## src/rtl/rf_sched_pkg.sv

```systemverilog
// rf_sched_pkg: shared constants and types for the issue scoreboard and
// the writeback arbiter.
//   NREGS/AW/DW  register file geometry (x0 is hardwired zero)
//   STARVE_MAX   consecutive LSU-lost cycles before the LSU gets priority
//   gnt_e        writeback grant encoding
//   wb_req_t     one writeback request (valid + destination + data)
package rf_sched_pkg;
  localparam int NREGS      = 32;
  localparam int AW         = 5;
  localparam int DW         = 32;
  localparam int STARVE_MAX = 3;

  typedef enum logic [1:0] {
    GNT_NONE = 2'b00,
    GNT_ALU  = 2'b01,
    GNT_LSU  = 2'b10
  } gnt_e;

  typedef struct packed {
    logic          valid;
    logic [AW-1:0] rd;
    logic [DW-1:0] data;
  } wb_req_t;
endpackage

```

## src/rtl/rf_scoreboard_arb_if.sv

```systemverilog
// rf_scoreboard_arb_if: issue, writeback and register-file write bundle.
//   slave  : the scoreboard/arbiter side (rf_scoreboard_arb)
//   master : decode/issue, ALU/LSU writeback and register-file side
interface rf_scoreboard_arb_if;
  import rf_sched_pkg::*;

  logic             issue_valid;
  logic [AW-1:0]    issue_rs1;
  logic [AW-1:0]    issue_rs2;
  logic [AW-1:0]    issue_rd;
  logic             issue_wr;
  logic             issue_ready;

  logic             alu_wb_valid;
  logic [AW-1:0]    alu_wb_rd;
  logic [DW-1:0]    alu_wb_data;
  logic             alu_wb_ready;

  logic             lsu_wb_valid;
  logic [AW-1:0]    lsu_wb_rd;
  logic [DW-1:0]    lsu_wb_data;
  logic             lsu_wb_ready;

  logic             rf_we;
  logic [AW-1:0]    rf_rd;
  logic [DW-1:0]    rf_wdata;
  logic [NREGS-1:0] busy_vec;
  logic             wb_err;

  modport slave (
    input  issue_valid, issue_rs1, issue_rs2, issue_rd, issue_wr,
    input  alu_wb_valid, alu_wb_rd, alu_wb_data,
    input  lsu_wb_valid, lsu_wb_rd, lsu_wb_data,
    output issue_ready, alu_wb_ready, lsu_wb_ready,
    output rf_we, rf_rd, rf_wdata, busy_vec, wb_err
  );

  modport master (
    output issue_valid, issue_rs1, issue_rs2, issue_rd, issue_wr,
    output alu_wb_valid, alu_wb_rd, alu_wb_data,
    output lsu_wb_valid, lsu_wb_rd, lsu_wb_data,
    input  issue_ready, alu_wb_ready, lsu_wb_ready,
    input  rf_we, rf_rd, rf_wdata, busy_vec, wb_err
  );
endinterface

```

## src/rtl/rf_wb_arb.sv

```systemverilog
// rf_wb_arb: two-requester writeback arbiter (ALU, LSU) with LSU
// starvation protection and granted-payload mux.
//   clk, rst_n     clock / async active-low reset
//   alu, lsu       writeback requests
//   gnt            grant for this cycle (combinational)
//   gnt_rd/data    granted payload, zero when nothing is granted
module rf_wb_arb
  import rf_sched_pkg::*;
(
  input  logic          clk,
  input  logic          rst_n,
  input  wb_req_t       alu,
  input  wb_req_t       lsu,
  output gnt_e          gnt,
  output logic [AW-1:0] gnt_rd,
  output logic [DW-1:0] gnt_data
);
  localparam int CW = (STARVE_MAX < 1) ? 1 : $clog2(STARVE_MAX + 1);

  logic [CW-1:0] cnt;
  logic          lsu_pri;

  // Once the LSU has lost STARVE_MAX cycles in a row it outranks the ALU.
  assign lsu_pri = (cnt == CW'(STARVE_MAX));

  always_comb begin
    gnt = GNT_NONE;
    if (lsu.valid && (lsu_pri || !alu.valid)) gnt = GNT_LSU;
    else if (alu.valid)                       gnt = GNT_ALU;
  end

  always_comb begin
    gnt_rd   = '0;
    gnt_data = '0;
    case (gnt)
      GNT_ALU: begin gnt_rd = alu.rd; gnt_data = alu.data; end
      GNT_LSU: begin gnt_rd = lsu.rd; gnt_data = lsu.data; end
      default: ;
    endcase
  end

  // Counts consecutive cycles the LSU waited; saturates at STARVE_MAX.
  always_ff @(posedge clk or negedge rst_n) begin
    if (!rst_n)                             cnt <= '0;
    else if (lsu.valid && gnt != GNT_LSU) begin
      if (!lsu_pri)                         cnt <= cnt + 1'b1;
    end else                                cnt <= '0;
  end
endmodule

```

## src/rtl/rf_scoreboard_arb.sv

```systemverilog
// rf_scoreboard_arb: issue-stage register scoreboard plus writeback
// arbitration onto the single register-file write port.
//   clk, rst_n   clock / async active-low reset
//   sb           issue, ALU/LSU writeback, rf write port, busy_vec, wb_err
//   stall_cnt    (SB_STATS_EN) cycles with issue_valid & ~issue_ready
//   conflict_cnt (SB_STATS_EN) cycles with both writeback valids high
// Optional feature macro: SB_STATS_EN.
module rf_scoreboard_arb
  import rf_sched_pkg::*;
(
  input  logic               clk,
  input  logic               rst_n,
  rf_scoreboard_arb_if.slave sb
`ifdef SB_STATS_EN
  ,
  output logic [31:0]        stall_cnt,
  output logic [31:0]        conflict_cnt
`endif
);
  wb_req_t          alu_req, lsu_req;
  gnt_e             gnt;
  logic [AW-1:0]    wrd;
  logic [DW-1:0]    wdata;
  logic [NREGS-1:0] busy, eff_busy, clr_mask, set_mask;
  logic             we, err, ready, fire, hz1, hz2, hzd;

  assign alu_req = '{valid: sb.alu_wb_valid, rd: sb.alu_wb_rd, data: sb.alu_wb_data};
  assign lsu_req = '{valid: sb.lsu_wb_valid, rd: sb.lsu_wb_rd, data: sb.lsu_wb_data};

  rf_wb_arb u_arb (
    .clk      (clk),
    .rst_n    (rst_n),
    .alu      (alu_req),
    .lsu      (lsu_req),
    .gnt      (gnt),
    .gnt_rd   (wrd),
    .gnt_data (wdata)
  );

  // A grant to x0 still completes the handshake, it just never writes.
  assign we       = (gnt != GNT_NONE) && (wrd != '0);
  assign clr_mask = we ? (NREGS'(1) << wrd) : '0;

  // The register file bypasses same-cycle writes to reads, so a register
  // being written back right now is already safe to consume.
  assign eff_busy = busy & ~clr_mask;

  assign hz1   = (sb.issue_rs1 != '0) && eff_busy[sb.issue_rs1];
  assign hz2   = (sb.issue_rs2 != '0) && eff_busy[sb.issue_rs2];
  assign hzd   = sb.issue_wr && (sb.issue_rd != '0) && eff_busy[sb.issue_rd];
  assign ready = !(hz1 || hz2 || hzd);
  assign fire  = sb.issue_valid && ready;

  assign set_mask = (fire && sb.issue_wr && sb.issue_rd != '0) ?
                    (NREGS'(1) << sb.issue_rd) : '0;

  // Set applied after clear: a new producer issued in the same cycle as
  // the old one's writeback keeps the register busy.
  always_ff @(posedge clk or negedge rst_n) begin
    if (!rst_n) begin
      busy <= '0;
      err  <= 1'b0;
    end else begin
      busy <= (busy & ~clr_mask) | set_mask;
      if (we && !busy[wrd]) err <= 1'b1;
    end
  end

  assign sb.issue_ready  = ready;
  assign sb.alu_wb_ready = (gnt == GNT_ALU);
  assign sb.lsu_wb_ready = (gnt == GNT_LSU);
  assign sb.rf_we        = we;
  assign sb.rf_rd        = wrd;
  assign sb.rf_wdata     = wdata;
  assign sb.busy_vec     = busy;
  assign sb.wb_err       = err;

`ifdef SB_STATS_EN
  always_ff @(posedge clk or negedge rst_n) begin
    if (!rst_n) begin
      stall_cnt    <= '0;
      conflict_cnt <= '0;
    end else begin
      if (sb.issue_valid && !ready)           stall_cnt    <= stall_cnt + 1'b1;
      if (sb.alu_wb_valid && sb.lsu_wb_valid) conflict_cnt <= conflict_cnt + 1'b1;
    end
  end
`endif
endmodule
```

## src/flat_wrapper.sv

```systemverilog
// flat-port wrapper written by rule: the top's interface ports become plain ports
module rf_scoreboard_arb_flat import rf_sched_pkg::*;
  (clk, rst_n, sb_issue_valid, sb_issue_rs1, sb_issue_rs2, sb_issue_rd, sb_issue_wr, sb_alu_wb_valid, sb_alu_wb_rd, sb_alu_wb_data, sb_lsu_wb_valid, sb_lsu_wb_rd, sb_lsu_wb_data, sb_issue_ready, sb_alu_wb_ready, sb_lsu_wb_ready, sb_rf_we, sb_rf_rd, sb_rf_wdata, sb_busy_vec, sb_wb_err);
  rf_scoreboard_arb_if sb_i ();
  input  logic clk;
  input  logic rst_n;
  input wire logic [$bits(sb_i.issue_valid)-1:0] sb_issue_valid;
  input wire logic [$bits(sb_i.issue_rs1)-1:0] sb_issue_rs1;
  input wire logic [$bits(sb_i.issue_rs2)-1:0] sb_issue_rs2;
  input wire logic [$bits(sb_i.issue_rd)-1:0] sb_issue_rd;
  input wire logic [$bits(sb_i.issue_wr)-1:0] sb_issue_wr;
  input wire logic [$bits(sb_i.alu_wb_valid)-1:0] sb_alu_wb_valid;
  input wire logic [$bits(sb_i.alu_wb_rd)-1:0] sb_alu_wb_rd;
  input wire logic [$bits(sb_i.alu_wb_data)-1:0] sb_alu_wb_data;
  input wire logic [$bits(sb_i.lsu_wb_valid)-1:0] sb_lsu_wb_valid;
  input wire logic [$bits(sb_i.lsu_wb_rd)-1:0] sb_lsu_wb_rd;
  input wire logic [$bits(sb_i.lsu_wb_data)-1:0] sb_lsu_wb_data;
  output wire logic [$bits(sb_i.issue_ready)-1:0] sb_issue_ready;
  output wire logic [$bits(sb_i.alu_wb_ready)-1:0] sb_alu_wb_ready;
  output wire logic [$bits(sb_i.lsu_wb_ready)-1:0] sb_lsu_wb_ready;
  output wire logic [$bits(sb_i.rf_we)-1:0] sb_rf_we;
  output wire logic [$bits(sb_i.rf_rd)-1:0] sb_rf_rd;
  output wire logic [$bits(sb_i.rf_wdata)-1:0] sb_rf_wdata;
  output wire logic [$bits(sb_i.busy_vec)-1:0] sb_busy_vec;
  output wire logic [$bits(sb_i.wb_err)-1:0] sb_wb_err;
  assign sb_i.issue_valid = sb_issue_valid;
  assign sb_i.issue_rs1 = sb_issue_rs1;
  assign sb_i.issue_rs2 = sb_issue_rs2;
  assign sb_i.issue_rd = sb_issue_rd;
  assign sb_i.issue_wr = sb_issue_wr;
  assign sb_i.alu_wb_valid = sb_alu_wb_valid;
  assign sb_i.alu_wb_rd = sb_alu_wb_rd;
  assign sb_i.alu_wb_data = sb_alu_wb_data;
  assign sb_i.lsu_wb_valid = sb_lsu_wb_valid;
  assign sb_i.lsu_wb_rd = sb_lsu_wb_rd;
  assign sb_i.lsu_wb_data = sb_lsu_wb_data;
  assign sb_issue_ready = sb_i.issue_ready;
  assign sb_alu_wb_ready = sb_i.alu_wb_ready;
  assign sb_lsu_wb_ready = sb_i.lsu_wb_ready;
  assign sb_rf_we = sb_i.rf_we;
  assign sb_rf_rd = sb_i.rf_rd;
  assign sb_rf_wdata = sb_i.rf_wdata;
  assign sb_busy_vec = sb_i.busy_vec;
  assign sb_wb_err = sb_i.wb_err;
  rf_scoreboard_arb u_core (.clk(clk), .rst_n(rst_n), .sb(sb_i));
endmodule
```

## config.mk

```make
export PLATFORM = sky130hd
export DESIGN_NAME = rf_scoreboard_arb_flat
export DESIGN_NICKNAME = d
export VERILOG_FILES = /design/src/rtl/rf_sched_pkg.sv /design/src/rtl/rf_scoreboard_arb_if.sv /design/src/rtl/rf_wb_arb.sv /design/src/rtl/rf_scoreboard_arb.sv /design/src/flat_wrapper.sv
export SDC_FILE = /design/constraint.sdc
export NUM_CORES = 1
export LEC_CHECK = 0
export BUFFER_PORTS_ARGS = -buffer_cell sky130_fd_sc_hd__buf_2
export CAP_MARGIN = 20
export CORE_ASPECT_RATIO = 0.6
export CORE_UTILIZATION = 53
export CTS_BUF_LIST = sky130_fd_sc_hd__clkbuf_16
export CTS_CLUSTER_SIZE = 30
export DETAILED_ROUTE_END_ITERATION = 10
export GPL_TIMING_DRIVEN = 0
export PLACE_DENSITY = 0.89
export SYNTH_ARGS = -nofsm -noshare
export SYNTH_HDL_FRONTEND = slang
export SYNTH_SLANG_ARGS = --single-unit
```

## constraint.sdc

```tcl
create_clock -name clk -period 7.4 [get_ports clk]
set_input_delay 0.74 -clock clk [delete_from_list [all_inputs] [get_ports clk]]
set_output_delay 0.74 -clock clk [all_outputs]
set_load 0.02 [all_outputs]
```

==> out/results.tsv <==
stage	metric	value	unit
clocking	cts_tree	built	
floorplanning	die_x	113	um
timing	tns	0	ns
job	drv_cap	0	
power_and_ir_drop	power_frac_seq	29.7	%
setup_path	crit_end	sb_issue_ready	
clocking	cts_setup_buffers	0	
placed_design	place.port_buffers	160	
floorplanning	rows	23	
setup_path	cp_num_buf_inv	6	
setup_path	crit_start	u_core.u_arb.cnt[0]	
synth	async_reset_ff_share	100	%
detailed_routing	drc	0	
power_and_ir_drop	power_density	182	nW/um^2
final_layout	n_antenna_cell	0	
setup_path	reg2reg_setup_slack	3.03	ns
timing	clock_skew	0.0110	ns
setup_path	worstPathMaxFanout	10	
power_and_ir_drop	pwr-share-comb	42.2	%
setup_path	r2r-end	u_core.sb.busy_vec[19]	
timing	fin_crit	5.24	ns
clocking	cts_resized	0	
placed_design	numPlacedInstances	786	
synth	ys_types	66	
clocking	cts_made_buffers	5	
timing	setup_viol	0	
power_and_ir_drop	leakagePower	2.21	nW
placed_design	placed_cell_area	4810	um^2
detailed_routing	via_per_inst	7.01	
power_and_ir_drop	fin_total_pwr	0.905	mW
setup_path	cp_slowest_cell	or4_1	
final_layout	instances_no_fill	794	
floorplanning	pin_count	169	
synth	syn_avg_cell_area	7.23	um^2
setup_path	worstPathCellList	ha_1, nand2b_4, buf_6, a32oi_4, inv_2, nand2_1, clkbuf_1, o21ai_0, mux2i_1, o41ai_1, or4_1, clkbuf_1, nand2_2, buf_2, nor2_1, buf_2	
setup_path	critPathCaptureType	output port	
synth	ys.flop_type	dfrtp_1	
synth	syn-cell-area	3900	um^2
global_routing	grt_max_degree	36	
setup_path	cp.required	6.66	ns
timing	grt_setup_unrepaired	false	
clocking	clock-sinks	35	
setup_path	timing.rr.start	u_core.u_arb.cnt[0]	
floorplanning	start_util	56.7	%
detailed_routing	drt_iter0_drc	969	
placed_design	dp_hpwl	14300	um
global_routing	groute.usage.overall	47.5	%
floorplanning	fp.dieH	68.4	um
floorplanning	core_area	6880	um^2
power_and_ir_drop	max-vdd-ir-drop	135	uV
final_layout	areaGrowthSynthToFinish	27.8	%
synth	synth-seq-cells	35	
setup_path	worstSetupPathType	reg2out	
clocking	path_clk_slew	0.05	ns
setup_path	cp.depth	16	
detailed_routing	first_pass_iters	8	
floorplanning	dieArea	7710	um^2
setup_path	critPathTopFamily	buffers and inverters	
setup_path	cp-start-kind	register	
placed_design	gp_congestion	1.10	
setup_path	reg2regPathDepth	14	
global_routing	grt_pass1_vias	4774	
run_status	run_status	complete, no violations	
final_layout	fin_nets	802	
detailed_routing	wl_per_cell	23.3	um
global_routing	antenna_found_initial	0	
clocking	root_buffer	clkbuf_16	
timing	hold_viol	0	
timing	fmax	0.191	GHz
timing	relSlewSlack	45.7	%
clocking	h-tree-depth	2	
synth	synth-edff-count	0	
synth	syn_nets	635	
final_layout	fin_area	4980	um^2
detailed_routing	dr_total_vias	5562	
power_and_ir_drop	pwr-share-clk	28.2	%
power_and_ir_drop	swShare	44.5	%
power_and_ir_drop	internal_power	0.502	mW
timing	tightest_slew	0.815	ns
clocking	cts.path.max_buffers	2	
clocking	cts.hold.buffers_added	0	
timing	fin_crit_sh	70.8	%
synth	yosysWarningCount	0	
timing	whs	0.448	ns
synth	synthCells	539	
min_path	worstHoldStart	u_core.u_arb.cnt[0]	
setup_path	arrival	4.50	ns
detailed_routing	routed_wl	18500	um
synth	yosysSeqAreaShare	22.5	%
clocking	clk_latency	0.29	ns
timing	slew_viol_final	0	
power_and_ir_drop	p_switching	0.402	mW
global_routing	grt_first_pass_wirelength	26900	um
detailed_routing	antenna_left	0	
min_path	hold_path.class	reg2reg	
global_routing	grt.overflow.total	0	
setup_path	cp_slowest_stage_delay	0.52	ns
final_layout	layout-drive-gt1-share	29.6	%
area by class of cell:
class / count / area [um^2]
multi-input cells: 445 / 2740
fillers: 560 / 1900
flip-flops and latches: 35 / 876
repair buffers: 160 / 801
plain buffers: 45 / 226
clock buffers: 5 / 125
well taps: 87 / 109
inverters: 14 / 58.8
clock inverters: 3 / 47.5
logic make-up after synthesis:
| logic type | synth area share, % |
|---|---|
| xor+xnor | 0.674 |
| compound gates | 32.8 |
| flops | 22.5 |
| fa+ha+maj | 0.321 |
| mux | 5.81 |
| simple gates | 30.6 |
| buf+inv | 7.32 |
sequential cells by signal, indices dropped and copies added (netlist names):
register / cells
u_core.sb.busy_vec: 32
u_core.sb.wb_err: 1
u_core.u_arb.cnt: 2
through the flow:
stage | util (%) | setup slack, ns
finish | 72.4 | 2.16
global route | 72.4 | 2.05
CTS | 72.4 | 2.34
detailed placement | 69.9 | 2.40
global placement | 69.9 | 2.46
floorplan | - | 3.03
cells in the final DEF (no fill, tap or decap), drive strengths merged, types with 14 or more instances in the layout:
master and instances:
buf 178, nand2 136, o21ai 70, dfrtp 35
o41ai 32, clkbuf 32, nand3 31, nor2 20
mux2i 17, inv 14
worst min path at each step:
stage	endpoint	slack, ns	cells after the start
floorplan	u_core.u_arb.cnt[0]	0.42	1
global placement	u_core.u_arb.cnt[0]	0.42	1
detailed placement	u_core.u_arb.cnt[0]	0.43	1
CTS	u_core.u_arb.cnt[0]	0.44	1
global route	u_core.u_arb.cnt[0]	0.47	1
finish	u_core.u_arb.cnt[0]	0.45	1
synth_stat cells (all sizes together) (6+ instances only):
| library cell | count | area [um^2] |
|---|---|---|
| inv | 13 | 53.8 |
| mux2i | 17 | 170 |
| o41ai | 32 | 288 |
| a32oi | 6 | 146 |
| clkbuf | 27 | 101 |
| nor2b | 7 | 43.8 |
| buf | 18 | 125 |
| nand3 | 31 | 178 |
| a311oi | 10 | 87.6 |
| a21oi | 13 | 65.1 |
| nor2 | 20 | 75.1 |
| o21ai | 70 | 350 |
| dfrtp | 35 | 876 |
| nor3 | 13 | 92.6 |
| o211ai | 11 | 82.6 |
| nand2 | 136 | 515 |
layer usage:
layer,track usage (%),wire [um],vias up
met5,0,0,-
met4,14.7,636,0
met3,24.1,3440,93
met2,66.0,7170,520
met1,63.4,7260,2594
li1,-,-,2355
power by group through the flow:
| stage | sequential [mW] | combinational (mW) | clock [mW] |
|---|---|---|---|
| finish | 0.268 | 0.382 | 0.255 |
| global route | 0.265 | 0.402 | 0.262 |
| CTS | 0.259 | 0.367 | 0.256 |
| detailed placement | 0.262 | 0.365 | 0 |
| global placement | 0.262 | 0.358 | 0 |
| floorplan | 0.270 | 0.203 | 0 |
Note: power is estimated with default switching activity, not from simulation.
